<file path="src/rtl/fp_issue_if.sv">
// Bundle between the FP instruction source, the issue controller and the FP add unit.
// The controller takes the slave view; the instruction source / FPU side takes the master view.
interface fp_issue_if #(
  parameter int DATA_W = 16,
  parameter int ADDR_W = 4
);
  logic              in_valid;
  logic              in_ready;
  logic              in_op;
  logic [ADDR_W-1:0] in_fs;
  logic [ADDR_W-1:0] in_ft;
  logic [ADDR_W-1:0] in_fd;
  logic [DATA_W-1:0] in_imm;
  logic              working;
  logic              start;
  logic              stall;
  logic [ADDR_W-1:0] fs_addr;
  logic [ADDR_W-1:0] ft_addr;
  logic [ADDR_W-1:0] fd_addr;
  logic [ADDR_W-1:0] m_addr;
  logic [DATA_W-1:0] m_data;
  logic              m_write;
  logic              idle;
  logic              err;
  logic [7:0]        done_cnt;

  modport master (
    output in_valid, in_op, in_fs, in_ft, in_fd, in_imm, working,
    input  in_ready, start, stall, fs_addr, ft_addr, fd_addr,
           m_addr, m_data, m_write, idle, err, done_cnt
  );

  modport slave (
    input  in_valid, in_op, in_fs, in_ft, in_fd, in_imm, working,
    output in_ready, start, stall, fs_addr, ft_addr, fd_addr,
           m_addr, m_data, m_write, idle, err, done_cnt
  );
endinterface

</file>
<file path="src/rtl/fp_issue_ctrl.sv">
// In-order issue front end for the FP add unit: queues FADD/FLOAD instructions,
// issues one FADD at a time and performs FLOAD writes only while the unit is idle.
module fp_issue_ctrl #(
  parameter int DATA_W  = 16,
  parameter int ADDR_W  = 4,
  parameter int DEPTH   = 4,
  parameter int TIMEOUT = 3
) (
  input logic       clk,
  input logic       rst,
  fp_issue_if.slave bus
);
  localparam int PTR_W = (DEPTH > 1) ? $clog2(DEPTH) : 1;
  localparam int CNT_W = $clog2(DEPTH + 1);
  localparam int TMO_W = (TIMEOUT > 1) ? $clog2(TIMEOUT) : 1;

  typedef struct packed {
    logic              op;
    logic [ADDR_W-1:0] fs;
    logic [ADDR_W-1:0] ft;
    logic [ADDR_W-1:0] fd;
    logic [DATA_W-1:0] imm;
  } entry_t;

  typedef enum logic [1:0] {
    S_IDLE,
    S_ISSUE,
    S_WAIT_HI,
    S_WAIT_LO
  } state_t;

  entry_t            mem [DEPTH];
  entry_t            in_entry;
  entry_t            head;
  logic [PTR_W-1:0]  wr_ptr;
  logic [PTR_W-1:0]  rd_ptr;
  logic [CNT_W-1:0]  count;
  logic              full;
  logic              empty;
  logic              push;
  logic              pop;

  state_t            state;
  logic [TMO_W-1:0]  tcnt;
  logic              start;
  logic              stall;
  logic [ADDR_W-1:0] fs_addr;
  logic [ADDR_W-1:0] ft_addr;
  logic [ADDR_W-1:0] fd_addr;
  logic [ADDR_W-1:0] m_addr;
  logic [DATA_W-1:0] m_data;
  logic              m_write;
  logic              err;
  logic [7:0]        done_cnt;

  assign full     = (count == CNT_W'(DEPTH));
  assign empty    = (count == '0);
  assign push     = bus.in_valid & ~full;
  // The head is only consumed from IDLE, so a queued FLOAD never overtakes a running FADD.
  assign pop      = (state == S_IDLE) & ~empty;
  assign head     = mem[rd_ptr];
  assign in_entry = '{op: bus.in_op, fs: bus.in_fs, ft: bus.in_ft,
                      fd: bus.in_fd, imm: bus.in_imm};

  always_ff @(posedge clk) begin
    if (push) begin
      mem[wr_ptr] <= in_entry;
    end
  end

  always_ff @(posedge clk or posedge rst) begin
    if (rst) begin
      wr_ptr <= '0;
      rd_ptr <= '0;
      count  <= '0;
    end else begin
      if (push) begin
        wr_ptr <= wr_ptr + PTR_W'(1);
      end
      if (pop) begin
        rd_ptr <= rd_ptr + PTR_W'(1);
      end
      case ({push, pop})
        2'b10:   count <= count + CNT_W'(1);
        2'b01:   count <= count - CNT_W'(1);
        default: count <= count;
      endcase
    end
  end

  always_ff @(posedge clk or posedge rst) begin
    if (rst) begin
      state    <= S_IDLE;
      tcnt     <= '0;
      start    <= 1'b0;
      stall    <= 1'b1;
      fs_addr  <= '0;
      ft_addr  <= '0;
      fd_addr  <= '0;
      m_addr   <= '0;
      m_data   <= '0;
      m_write  <= 1'b0;
      err      <= 1'b0;
      done_cnt <= '0;
    end else begin
      case (state)
        S_IDLE: begin
          m_write <= 1'b0;
          if (pop) begin
            if (head.op) begin
              m_write <= 1'b1;
              m_addr  <= head.fd;
              m_data  <= head.imm;
            end else begin
              fs_addr <= head.fs;
              ft_addr <= head.ft;
              fd_addr <= head.fd;
              start   <= 1'b1;
              stall   <= 1'b0;
              state   <= S_ISSUE;
            end
          end
        end
        S_ISSUE: begin
          start <= 1'b0;
          stall <= 1'b1;
          tcnt  <= '0;
          state <= S_WAIT_HI;
        end
        S_WAIT_HI: begin
          // The last allowed sample is at tcnt == TIMEOUT-1, so err appears TIMEOUT cycles after entry.
          if (bus.working) begin
            state <= S_WAIT_LO;
          end else if (tcnt == TMO_W'(TIMEOUT - 1)) begin
            err   <= 1'b1;
            state <= S_IDLE;
          end else begin
            tcnt <= tcnt + TMO_W'(1);
          end
        end
        S_WAIT_LO: begin
          if (!bus.working) begin
            done_cnt <= done_cnt + 8'd1;
            state    <= S_IDLE;
          end
        end
        default: begin
          state <= S_IDLE;
        end
      endcase
    end
  end

  assign bus.in_ready = ~full;
  assign bus.idle     = empty & (state == S_IDLE) & ~m_write;
  assign bus.start    = start;
  assign bus.stall    = stall;
  assign bus.fs_addr  = fs_addr;
  assign bus.ft_addr  = ft_addr;
  assign bus.fd_addr  = fd_addr;
  assign bus.m_addr   = m_addr;
  assign bus.m_data   = m_data;
  assign bus.m_write  = m_write;
  assign bus.err      = err;
  assign bus.done_cnt = done_cnt;
endmodule

</file>
<file path="src/flat_wrapper.sv">
// flat-port wrapper written by rule: the top's interface ports become plain ports
module fp_issue_ctrl_flat 
#(
  parameter int DATA_W  = 16,
  parameter int ADDR_W  = 4,
  parameter int DEPTH   = 4,
  parameter int TIMEOUT = 3
)
  (clk, rst, bus_in_valid, bus_in_op, bus_in_fs, bus_in_ft, bus_in_fd, bus_in_imm, bus_working, bus_in_ready, bus_start, bus_stall, bus_fs_addr, bus_ft_addr, bus_fd_addr, bus_m_addr, bus_m_data, bus_m_write, bus_idle, bus_err, bus_done_cnt);
  fp_issue_if #(.DATA_W(DATA_W), .ADDR_W(ADDR_W)) bus_i ();
  input logic clk;
  input logic rst;
  input wire logic [$bits(bus_i.in_valid)-1:0] bus_in_valid;
  input wire logic [$bits(bus_i.in_op)-1:0] bus_in_op;
  input wire logic [$bits(bus_i.in_fs)-1:0] bus_in_fs;
  input wire logic [$bits(bus_i.in_ft)-1:0] bus_in_ft;
  input wire logic [$bits(bus_i.in_fd)-1:0] bus_in_fd;
  input wire logic [$bits(bus_i.in_imm)-1:0] bus_in_imm;
  input wire logic [$bits(bus_i.working)-1:0] bus_working;
  output wire logic [$bits(bus_i.in_ready)-1:0] bus_in_ready;
  output wire logic [$bits(bus_i.start)-1:0] bus_start;
  output wire logic [$bits(bus_i.stall)-1:0] bus_stall;
  output wire logic [$bits(bus_i.fs_addr)-1:0] bus_fs_addr;
  output wire logic [$bits(bus_i.ft_addr)-1:0] bus_ft_addr;
  output wire logic [$bits(bus_i.fd_addr)-1:0] bus_fd_addr;
  output wire logic [$bits(bus_i.m_addr)-1:0] bus_m_addr;
  output wire logic [$bits(bus_i.m_data)-1:0] bus_m_data;
  output wire logic [$bits(bus_i.m_write)-1:0] bus_m_write;
  output wire logic [$bits(bus_i.idle)-1:0] bus_idle;
  output wire logic [$bits(bus_i.err)-1:0] bus_err;
  output wire logic [$bits(bus_i.done_cnt)-1:0] bus_done_cnt;
  assign bus_i.in_valid = bus_in_valid;
  assign bus_i.in_op = bus_in_op;
  assign bus_i.in_fs = bus_in_fs;
  assign bus_i.in_ft = bus_in_ft;
  assign bus_i.in_fd = bus_in_fd;
  assign bus_i.in_imm = bus_in_imm;
  assign bus_i.working = bus_working;
  assign bus_in_ready = bus_i.in_ready;
  assign bus_start = bus_i.start;
  assign bus_stall = bus_i.stall;
  assign bus_fs_addr = bus_i.fs_addr;
  assign bus_ft_addr = bus_i.ft_addr;
  assign bus_fd_addr = bus_i.fd_addr;
  assign bus_m_addr = bus_i.m_addr;
  assign bus_m_data = bus_i.m_data;
  assign bus_m_write = bus_i.m_write;
  assign bus_idle = bus_i.idle;
  assign bus_err = bus_i.err;
  assign bus_done_cnt = bus_i.done_cnt;
  fp_issue_ctrl #(.DATA_W(DATA_W), .ADDR_W(ADDR_W), .DEPTH(DEPTH), .TIMEOUT(TIMEOUT)) u_core (.clk(clk), .rst(rst), .bus(bus_i));
endmodule
</file>
<file path="config.mk">
export PLATFORM = sky130hd
export DESIGN_NAME = fp_issue_ctrl_flat
export DESIGN_NICKNAME = d
export VERILOG_FILES = /design/src/rtl/fp_issue_if.sv /design/src/rtl/fp_issue_ctrl.sv /design/src/flat_wrapper.sv
export SDC_FILE = /design/constraint.sdc
export NUM_CORES = 1
export LEC_CHECK = 0
export CELL_PAD_IN_SITES_DETAIL_PLACEMENT = 0
export CELL_PAD_IN_SITES_GLOBAL_PLACEMENT = 1
export CORE_ASPECT_RATIO = 2
export CORE_MARGIN = 1
export CORE_UTILIZATION = 48
export DETAILED_ROUTE_END_ITERATION = 10
export HOLD_SLACK_MARGIN = 0.15
export PLACE_DENSITY_LB_ADDON = 0.1
export SETUP_SLACK_MARGIN = 0.1
export SYNTH_ARGS = -nofsm -noshare
export SYNTH_HDL_FRONTEND = slang
export SYNTH_SLANG_ARGS = --single-unit
</file>
<file path="constraint.sdc">
create_clock -name clk -period 2.59 [get_ports clk]
set_input_delay 0.3885 -clock clk [delete_from_list [all_inputs] [get_ports clk]]
set_output_delay 0.3885 -clock clk [all_outputs]
set_load 0.1 [all_outputs]
</file>
==> metrics.md <==
| Metric | Value |
|---|---|
| Outcome | `complete, but fails checks` |
| Failing checks | `design-rule violations` |
| Drt total wl | `~12 mm` |
| Share of layout cells above drive strength 1 | `0.378` |
| Mapped cell area | `0.00651 sq mm` |
| DRT iter0 DRCs | `122` |
| Post-synth EDFFs | `around 120` |
| Setup bufs post-CTS | `0` |
| Gr usage total | `0.184` |
| Initial antenna violation count | `0` |
| Top Ports | `79` |
| Worst setup margin | `about 0.36 ns` |
| Gate Count Post-Synth | `325` |
| Wire length of the first global-routing pass | `18.8 mm` |
| Dpl ws | `roughly 0.36 ns` |
| Hold/Removal Path Class | `in2async` |
| Hold Vio Cnt, Final | `0` |
| Antenna viol nets, final | `0` |
| Critical path arrival | `2.57 ns` |
| Post-synthesis cell type count | `33` |
| Worst setup SP type | `register` |
| Most frequent cells in the layout | `edfxtp_1 (116), buf_4 (56), dfrtp_1 (52), mux2_2 (34), clkdlybuf4s50_1 (32)` |
| Root Driver | `clkbuf_16` |
| Leading area contributor after synthesis | `edfxtp_1` |
| Number of gates resized after CTS | `0` |
| WS Path Type | `reg2reg` |
| Worst-margin pin slew | `0.609 ns` |
| Area delta synth->final | `23.5%` |
| Period utilization | `0.862` |
| # hold bufs at CTS | `0` |
| Die height | `167 microns` |
| Vias per cell | `approximately 5.5` |
| Pin count of the biggest net entering global routing | `31` |
| Die area | `0.0141 sq mm` |
| Final setup viols | `0` |
| FF+latch count, synth | `around 170` |
| Port Buf Inserts | `78` |
| Crit Path Max Fanout | `6` |
| Core area | `between 0.01 and 0.015 sq mm` |
| Critical Path RT | `2.93 ns` |
| Hpwl dp | `7.19 mm` |
| Synth area leaders | `edfxtp_1 (54%), dfrtp_1 (21%), mux4_2 (10%), mux2_2 (5.9%), ha_1 (1.3%)` |
| Slew HR | `0.594` |
| Synth Flop Type | `edfxtp_1` |
| Max Cap Violations | `0` |
| Critical path capture point type | `register` |
| Number of global-route vias before repair | `between 3k and 4k` |
| Fin crit period | `approximately 2.2 ns` |
| Async S/R FF share, synth | `0.322` |
| Deepest clock path buffer count | `2` |
| # diodes | `0` |
| Worst Skew | `0.0186 ns` |
| Layout net count | `between 400 and 500` |
| Initial core utilization | `0.495` |
| Seq/Total Area, Yosys | `0.747` |
| Yosys Warn Count | `0` |
| Routed via count | `3219` |
| Max Slew Vio Count | `0` |
| Register area | `0.00486 sq mm` |
| Final core utilization | `0.612` |
| Global route total overflow | `0` |
| Max Freq | `about 450 MHz` |
| Fin Setup TNS | `0 ns` |
| Avg WL per Cell | `19.7 microns` |
| Gpl congestion | `0.659` |
| H-tree Lvls | `4` |
| TritonCTS buffer count | `17` |
| Commonest non-fill, non-tap cell in the layout | `edfxtp_1` |
| # DRC | `8` |
| Clock transition at path regs | `0.07 ns` |
| Top-area cell type share of the netlist area | `0.535` |
| Synth Net Count | `around 370` |
| Syn Area/Cell | `20.0 sq um` |
| Fill cells | `1000` |
| Die X | `84.3 microns` |
| Row cnt | `approximately 60` |
| Area occupied by multi-input gates | `0.00158 sq mm` |
| CTS tree | `done` |
| CTS sink cnt | `between 150 and 200` |
| Clock insertion delay at the later pin of the skew report | `roughly 0.42 ns` |
| RSZ-0062 raised after global routing | `no` |
| DRT Pass-1 Iters | `10` |
==> layout make-up <==
cell class	instances	share of cell area
Multi-Input combinational cell	134	0.196
Timing Repair Buffer	91	0.0996
Inverter	8	0.00374
Tap cell	152	0.0237
Sequential cell	171	0.605
Clock inverter	15	0.0188
Clock buffer	17	0.0529
==> routing by layer <==
layer / share of wire / wire [microns] / GRT usage / up-vias
met3: 0.028 / 321 / 0.0332 / 8
li1: - / - / - / 1469
met4: 0.012 / 144 / 0.0772 / 0
met1: 0.39 / 4540 / 0.204 / 1679
met2: 0.57 / 6600 / 0.340 / 63
met5: 0 / 0 / 0 / -
==> Yosys cell counts, types with 2 or more instances <==
library cell	number
and3_1	4
buf_2	5
clkbuf_1	5
dfrtp_1	54
edfxtp_1	116
ha_1	7
inv_1	8
mux2_2	34
mux2i_1	3
mux4_2	29
nand2_1	9
nand3_1	4
nor2_1	5
nor3_1	7
nor4_1	2
o21ai_0	5
xnor2_1	5
xor2_1	8
==> path summary, 6_finish.rpt <==
path / from / to / slack, ns / depth (start not counted)
max reg2reg: u_core.count[0] / u_core.count[2] / 0.36 / 8
min: rst / u_core.bus.m_data[6] / 0.33 / 2
min in group clk: u_core.bus.err / u_core.bus.err / 0.47 / 1
min reg2reg: u_core.bus.err / u_core.bus.err / 0.47 / 1
max in group asynchronous: rst / u_core.bus.stall / 1.64 / 3
max: u_core.count[0] / u_core.count[2] / 0.36 / 8
==> critical path, stage by stage (launching register included) <==
cell     delay [ns]
dfrtp_1        0.42
or3b_2         0.54
nand2_1        0.15
ha_1           0.19
inv_1          0.06
fa_1           0.37
xor2_1         0.15
nor2_1         0.11
xor2_1         0.16
==> stage by stage <==
step | hold WS [ns] | instances | area [sq um]
after floorplan | 0.471 | 325 | 6530
after global placement | 0.459 | 556 | 7460
after detailed placement | 0.459 | 556 | 7460
after CTS | 0.353 | 588 | 8040
after global routing | 0.383 | 588 | 8040
final | 0.334 | 588 | 8040
==> kinds of logic (layout without fill, tap and decap cells) <==
kind of cell             count (synthesis)  in the layout  share of synthesized area
AND/OR/NAND/NOR                         39             39                     0.0338
buffers and inverters                   20            131                     0.0137
flip-flops                             171            171                      0.747
multiplexers                            66             66                      0.164
adder cells (fa/ha/maj)                  8              8                     0.0165
XOR/XNOR                                13             13                     0.0175
AO/OA/AOI/OAI                            8              8                    0.00750
==> sequential cells by signal (all words and copies together) (netlist names), 2 cells and up <==
register	count
u_core.bus.fs_addr	4
u_core.bus.m_data	16
u_core.bus.m_addr	4
u_core.rd_ptr	2
u_core.bus.fd_addr	4
u_core.bus.done_cnt	8
u_core.state	2
u_core.bus.ft_addr	4
u_core.mem	116
u_core.tcnt	2
u_core.wr_ptr	2
u_core.count	3
Power is not shown: default switching activity piles up to over one toggle a cycle in this logic, so the estimate is an artifact.
